`src/rtl/mem_port_arbiter.sv`:
```
// Arbiter/sequencer sharing the single-port unified memory between the CPU and the program loader.
// Define MEM_ARB_RR_EN for round-robin tie-break; otherwise the loader wins simultaneous requests.
module mem_port_arbiter #(
    parameter int BIT_WIDTH   = 32,
    parameter int ADDR_WIDTH  = 8,
    parameter int WAIT_CYCLES = 2
) (
    input  logic                  clk,
    input  logic                  rst,
    input  logic                  cpu_req,
    input  logic                  cpu_we,
    input  logic [ADDR_WIDTH-1:0] cpu_addr,
    input  logic [BIT_WIDTH-1:0]  cpu_wdata,
    output logic [BIT_WIDTH-1:0]  cpu_rdata,
    output logic                  cpu_ack,
    output logic                  cpu_stall,
    input  logic                  ld_req,
    input  logic                  ld_we,
    input  logic [ADDR_WIDTH-1:0] ld_addr,
    input  logic [BIT_WIDTH-1:0]  ld_wdata,
    output logic [BIT_WIDTH-1:0]  ld_rdata,
    output logic                  ld_ack,
    output logic [ADDR_WIDTH-1:0] mem_addr,
    output logic [BIT_WIDTH-1:0]  mem_wdata,
    output logic                  mem_we,
    input  logic [BIT_WIDTH-1:0]  mem_rdata,
    output logic [1:0]            dbg_state
);
    // Handshake: a requester holds req/we/addr/wdata stable until it samples ack=1 and
    // drops req on that edge; req still high in the following IDLE cycle is a new transaction.

    typedef enum logic [1:0] {
        IDLE = 2'd0,
        BUSY = 2'd1,
        ACK  = 2'd2
    } state_t;

    localparam logic       GNT_CPU  = 1'b0;
    localparam logic       GNT_LD   = 1'b1;
    localparam logic [3:0] CNT_INIT = 4'(WAIT_CYCLES - 1);

    state_t                state;
    logic                  grant;
    logic [3:0]            cnt;
    logic                  lat_we;
    logic [ADDR_WIDTH-1:0] lat_addr;
    logic [BIT_WIDTH-1:0]  lat_wdata;
    logic                  pick_ld;

`ifdef MEM_ARB_RR_EN
    logic last_grant;

    // On a tie the requester not served last time wins.
    always_comb begin
        pick_ld = ld_req & (~cpu_req | (last_grant == GNT_CPU));
    end
`else
    always_comb begin
        pick_ld = ld_req;
    end
`endif

    always_ff @(posedge clk) begin
        if (!rst) begin
            state      <= IDLE;
            grant      <= GNT_LD;
            cnt        <= 4'd0;
            lat_we     <= 1'b0;
            lat_addr   <= '0;
            lat_wdata  <= '0;
            cpu_ack    <= 1'b0;
            ld_ack     <= 1'b0;
            cpu_rdata  <= '0;
            ld_rdata   <= '0;
`ifdef MEM_ARB_RR_EN
            last_grant <= GNT_LD;
`endif
        end else begin
            case (state)
                IDLE: begin
                    if (cpu_req || ld_req) begin
                        grant     <= pick_ld;
                        lat_we    <= pick_ld ? ld_we    : cpu_we;
                        lat_addr  <= pick_ld ? ld_addr  : cpu_addr;
                        lat_wdata <= pick_ld ? ld_wdata : cpu_wdata;
                        cnt       <= CNT_INIT;
                        state     <= BUSY;
                    end
                end
                BUSY: begin
                    if (cnt == 4'd0) begin
                        state <= ACK;
                        if (grant == GNT_CPU) begin
                            cpu_ack   <= 1'b1;
                            cpu_rdata <= mem_rdata;
                        end else begin
                            ld_ack    <= 1'b1;
                            ld_rdata  <= mem_rdata;
                        end
                    end else begin
                        cnt <= cnt - 4'd1;
                    end
                end
                ACK: begin
                    cpu_ack    <= 1'b0;
                    ld_ack     <= 1'b0;
`ifdef MEM_ARB_RR_EN
                    last_grant <= grant;
`endif
                    state      <= IDLE;
                end
                default: state <= IDLE;
            endcase
        end
    end

    // Gated by rst so a reset landing on the final BUSY cycle never commits the write.
    assign mem_we    = rst & (state == BUSY) & (cnt == 4'd0) & lat_we;
    assign mem_addr  = lat_addr;
    assign mem_wdata = lat_wdata;
    assign cpu_stall = cpu_req & ~cpu_ack;
    assign dbg_state = state;

endmodule

```
`config.mk`:
```
export PLATFORM = sky130hd
export DESIGN_NAME = mem_port_arbiter
export DESIGN_NICKNAME = d
export VERILOG_FILES = /design/src/rtl/mem_port_arbiter.sv
export SDC_FILE = /design/constraint.sdc
export NUM_CORES = 1
export LEC_CHECK = 0
export CAP_MARGIN = 15
export CORE_UTILIZATION = 33
export DETAILED_ROUTE_END_ITERATION = 8
export PLACE_DENSITY = 0.65
export SLEW_MARGIN = 20
export SYNTH_ARGS = -nofsm -noshare
export SYNTH_HDL_FRONTEND = slang
export SYNTH_SLANG_ARGS = --single-unit
```
`constraint.sdc`:
```
create_clock -name clk -period 2.23 [get_ports clk]
set_clock_uncertainty 0.15 [all_clocks]
set_input_delay 0.446 -clock clk [delete_from_list [all_inputs] [get_ports clk]]
set_output_delay 0.446 -clock clk [all_outputs]
set_load 0.02 [all_outputs]
```
==> flow_results.org <==
** Critical path
- R2R setup slack :: 180 ps
- The most critical setup path has its startpoint at cnt[1].
- Of all nets on the critical path, the largest fanout is 2.
- Measured in cells, the most critical reg-to-reg path has a length of 4.
- Startpoint of the most critical register-to-register path :: dbg_state[1]
- Largest stage delay on the critical path :: 320 ps
- Slowest stage cell, crit path :: sky130_fd_sc_hd__dfxtp_2
- Data on the critical path arrives at its endpoint at 1540 ps.
- The critical path in this run is classified as reg2out.
- Crit path buf inv count :: 2
- Traced cell by cell, the critical path runs through inv_2 > ha_4 > nand4bb_1 > nor3b_2 > and2_1 > buf_6.
- CP delay by family, top :: simple AND/OR/NAND/NOR gates
- The worst register-to-register path ends at lat_we.
- CP Capture Type :: output port
- The worst setup path is launched from a flip-flop.
- STA puts the critical path data required time at 1630 ps.

** Clock tree
- Clock insertion delay at the later pin of the skew report :: 400 ps
- TritonCTS built the clock tree.
- Clock buffer depth :: 2
- Count of H-tree levels built during CTS :: 4
- TritonCTS buffer count :: 17
- Count of hold-fix buffers inserted at cts :: 0
- Clock slew at the register clock pins of the worst setup and hold paths :: 50 ps
- Post-CTS setup repair buffer count :: 0
- Cell at the root of the clock tree :: sky130_fd_sc_hd__clkbuf_16
- Number of clock sinks :: 114

** Placement
- Once placement completed, the tool counted placed cells totaling 864.
- Buffers placed on the I/O ports in this run total 227.
- The congestion estimate from routability-driven global placement came to 0.767.
- Worst-case setup slack after placement :: -172 ps
- Placed wire-length estimate :: 9500 µm

** Yosys
- The largest total area in the synthesized netlist belongs to sky130_fd_sc_hd__dfxtp_1.
- Fraction of the yosys area taken by sequential cells :: 47.6%
- Among all flip-flop cells after synthesis, the most frequent one is sky130_fd_sc_hd__dfxtp_1.
- Synth async-reset ratio :: 0%
- The synthesized netlist contains 28 unique library cells.
- Total standard cell area after synthesis :: 4800 µm²
- Mapped Nets :: 602
- Synthesized netlist cell count :: 482
- Yosys top cell area share :: 47.6%
- Synth Area per Inst :: 9.95 µm²
- Number of synthesized flops with an enable pin :: 0
- Number of warnings printed during yosys synthesis :: 0
- Commonest cells post-synth :: sky130_fd_sc_hd__dfxtp_1 (114), sky130_fd_sc_hd__mux2i_1 (105), sky130_fd_sc_hd__nand2_1 (100)
- Total of flip-flops plus latches after synthesis :: 114
- Cell with the most instances after synthesis :: sky130_fd_sc_hd__dfxtp_1
- Top cells by area, synth :: sky130_fd_sc_hd__dfxtp_1 (48%), sky130_fd_sc_hd__mux2i_1 (22%), sky130_fd_sc_hd__o211a_1 (8.6%)

** Final layout
- Number of standard cells in the final layout excluding fillers :: 894
- The area growth from synthesis to layout is 63.1%.
- In the final layout, the share of cells above drive strength 1 is 7.98%.
- The final layout contains 823 nets.
- Cells fill 55.7% of the core in the end.
- The number of antenna diodes in the final layout is 0.

** Die
- The die covers 15000 µm².
- Initial core utilization :: 34.2%
- The core region is 14000 µm².
- After floorplanning, the core was divided into 43 placement rows.
- Die width :: 123 µm
- During I/O placement, the number of pins put on the boundary was 228.
- Measured along the y axis, the die boundary spans 123 µm.

** Detailed routing
- Detail-routed via count per cell :: 4.82
- Starting DRT DRC Count :: 227
- Vias after detailed routing :: 4307
- The final layout contains routed wiring with a total length of 13700 µm.
- In the routed design, unresolved DRC markers number 0.
- Before antenna repair, the detailed router went through 4 iterations.
- In the final routed layout, each cell accounts on average for 15.3 µm.
- The count of nets left with antenna violations once routing finished came out at 0.

** Global routing
- The first global-routing pass estimated 21000 µm of wire.
- Vias in the first global route :: 4273
- The number of antenna violations at the first check in global routing is 0.
- Global route overflow :: 0
- Entering global routing, the biggest net connects 145 pins.
- Total GRT Usage :: 18.3%

** Timing
- Maximum achievable frequency :: 0.469 GHz
- Final count of hold timing violations :: 0
- Across all setup checks in the final design, the least slack found is 97.7 ps.
- Worst-margin pin slew :: 1000 ps
- Setup repair after global routing missed its margin :: true
- After layout, the worst path uses 95.6% of the clock period.
- Headroom to the max-slew limit :: 33.1%
- For the final routed database, the setup TNS stands at 0 ps.
- Slew Viols, Final :: 0
- Min Clock Period, post-route :: 2130 ps
- Setup violations remaining at the end of the flow were counted as 0.

** Pwr
- Net Switching :: 1.66 mW
- The design draws 6.13 mW.
- Comb pwr share :: 23.9%
- Summed over all cells, the static leakage comes to 3.75 nW.
- Fraction of power spent switching nets :: 27.1%
- Sequential cells burn 38.0% of the power.
- For this design the ratio of total power to cell area is 783 nW/µm².
- Fraction of power consumed by the clock network :: 38.0%
- Internal power comes to 4.46 mW.
- IR analysis of the VDD net gives a maximum drop of 0.000494 V.

** Status
- Run status :: finished clean

** Worst hold path
- Min-Delay Endpoint :: dbg_state[1]
- The min-delay analysis places its worst path in the category in2reg.
- The worst hold path begins at rst.
- The worst hold path was traced through 2 stages.

** Run
- Across the run, the number of max-cap violations was 0.
[per-layer routing]
metal  vias up  share of wire (%)  GRT usage (%)
li1       2129                  -              -
met1      1987                 44           21.2
met2       183                 47           30.5
met3         8                8.7           7.62
met4         0               0.80           5.72
met5         -                  0              0
[flip-flops by register name, summed over array words and instances, names as in the netlist, 2 cells and up]
register,count
cnt,4
cpu_rdata,32
dbg_state,2
ld_rdata,32
mem_addr,8
mem_wdata,32
[worst max path at each step]
stage,depth (start not counted),to
floorplan,3,mem_we
global placement,3,cpu_stall
detailed placement,3,cpu_stall
CTS,6,mem_we
global route,6,mem_we
finish,6,mem_we
[metrics by stage]
stage	instance area, µm²	hold slack (ps)
6_report	7820	223
3_5_place_dp	7290	303
3_3_place_gp	7290	295
2_1_floorplan	4800	314
5_1_grt	7820	199
4_1_cts	7800	209
[cell families (layout without fill, tap and decap cells)]
group,count (synthesis),in the layout,synth area share (%)
DFF,114,114,47.6
and+or+nand+nor,163,163,15.1
muxes,105,105,21.9
buffers and inverters,44,276,4.59
AOI/OAI and AO/OA,54,54,10.3
adders and majority gates,2,2,0.522
[cells in the final DEF (no fill, tap or decap), drive strengths merged]
cell           synthesis  routed
dlymetal6s2s           0       1
ha                     2       2
a21oi                  3       3
nand2                100     100
nor2b                  2       2
o221ai                 1       1
and4bb                 1       1
or3                    3       3
clkbuf                17      24
dfxtp                114     114
or2                    2       2
nor2                   5       5
clkinvlp               0       1
nand4bb                1       1
a21boi                 2       2
nand3                 42      42
clkdlybuf4s50          0     222
dlygate4sd2            0       1
nor3b                  2       2
or4                    2       2
mux2i                105     105
and2                   1       1
nand2b                 2       2
o21a                   1       1
o31a                   2       2
o21ai                  4       4
clkinv                 0       5
inv                    3       3
o211a                 41      41
buf                   24      19
[cell type report]
cell class	instances	area [µm²]
sequential	114	2280
inverter	3	11.3
multi-input combinational	324	2330
clock buffer	24	482
tap	180	225
timing repair buffer	243	2460
fill	1223	6220
clock inverter	6	32.5
[power by group through the flow]
stage / Clock [mW] / Combinational (mW) / Sequential, mW
3_5_place_dp: 0 / 1.47 / 2.36
2_1_floorplan: 0 / 0.523 / 2.57
6_report: 2.33 / 1.47 / 2.33
3_3_place_gp: 0 / 1.45 / 2.36
4_1_cts: 2.41 / 1.48 / 2.33
5_1_grt: 2.52 / 1.57 / 2.35
[repair_timing]
item | in CTS | in global routing
cloned | 0 | 0
setup endpoints to repair | 2 | 2
resized for setup | 7 | 7
pin swaps | 0 | 4
Power figures use the tool's default switching activity.
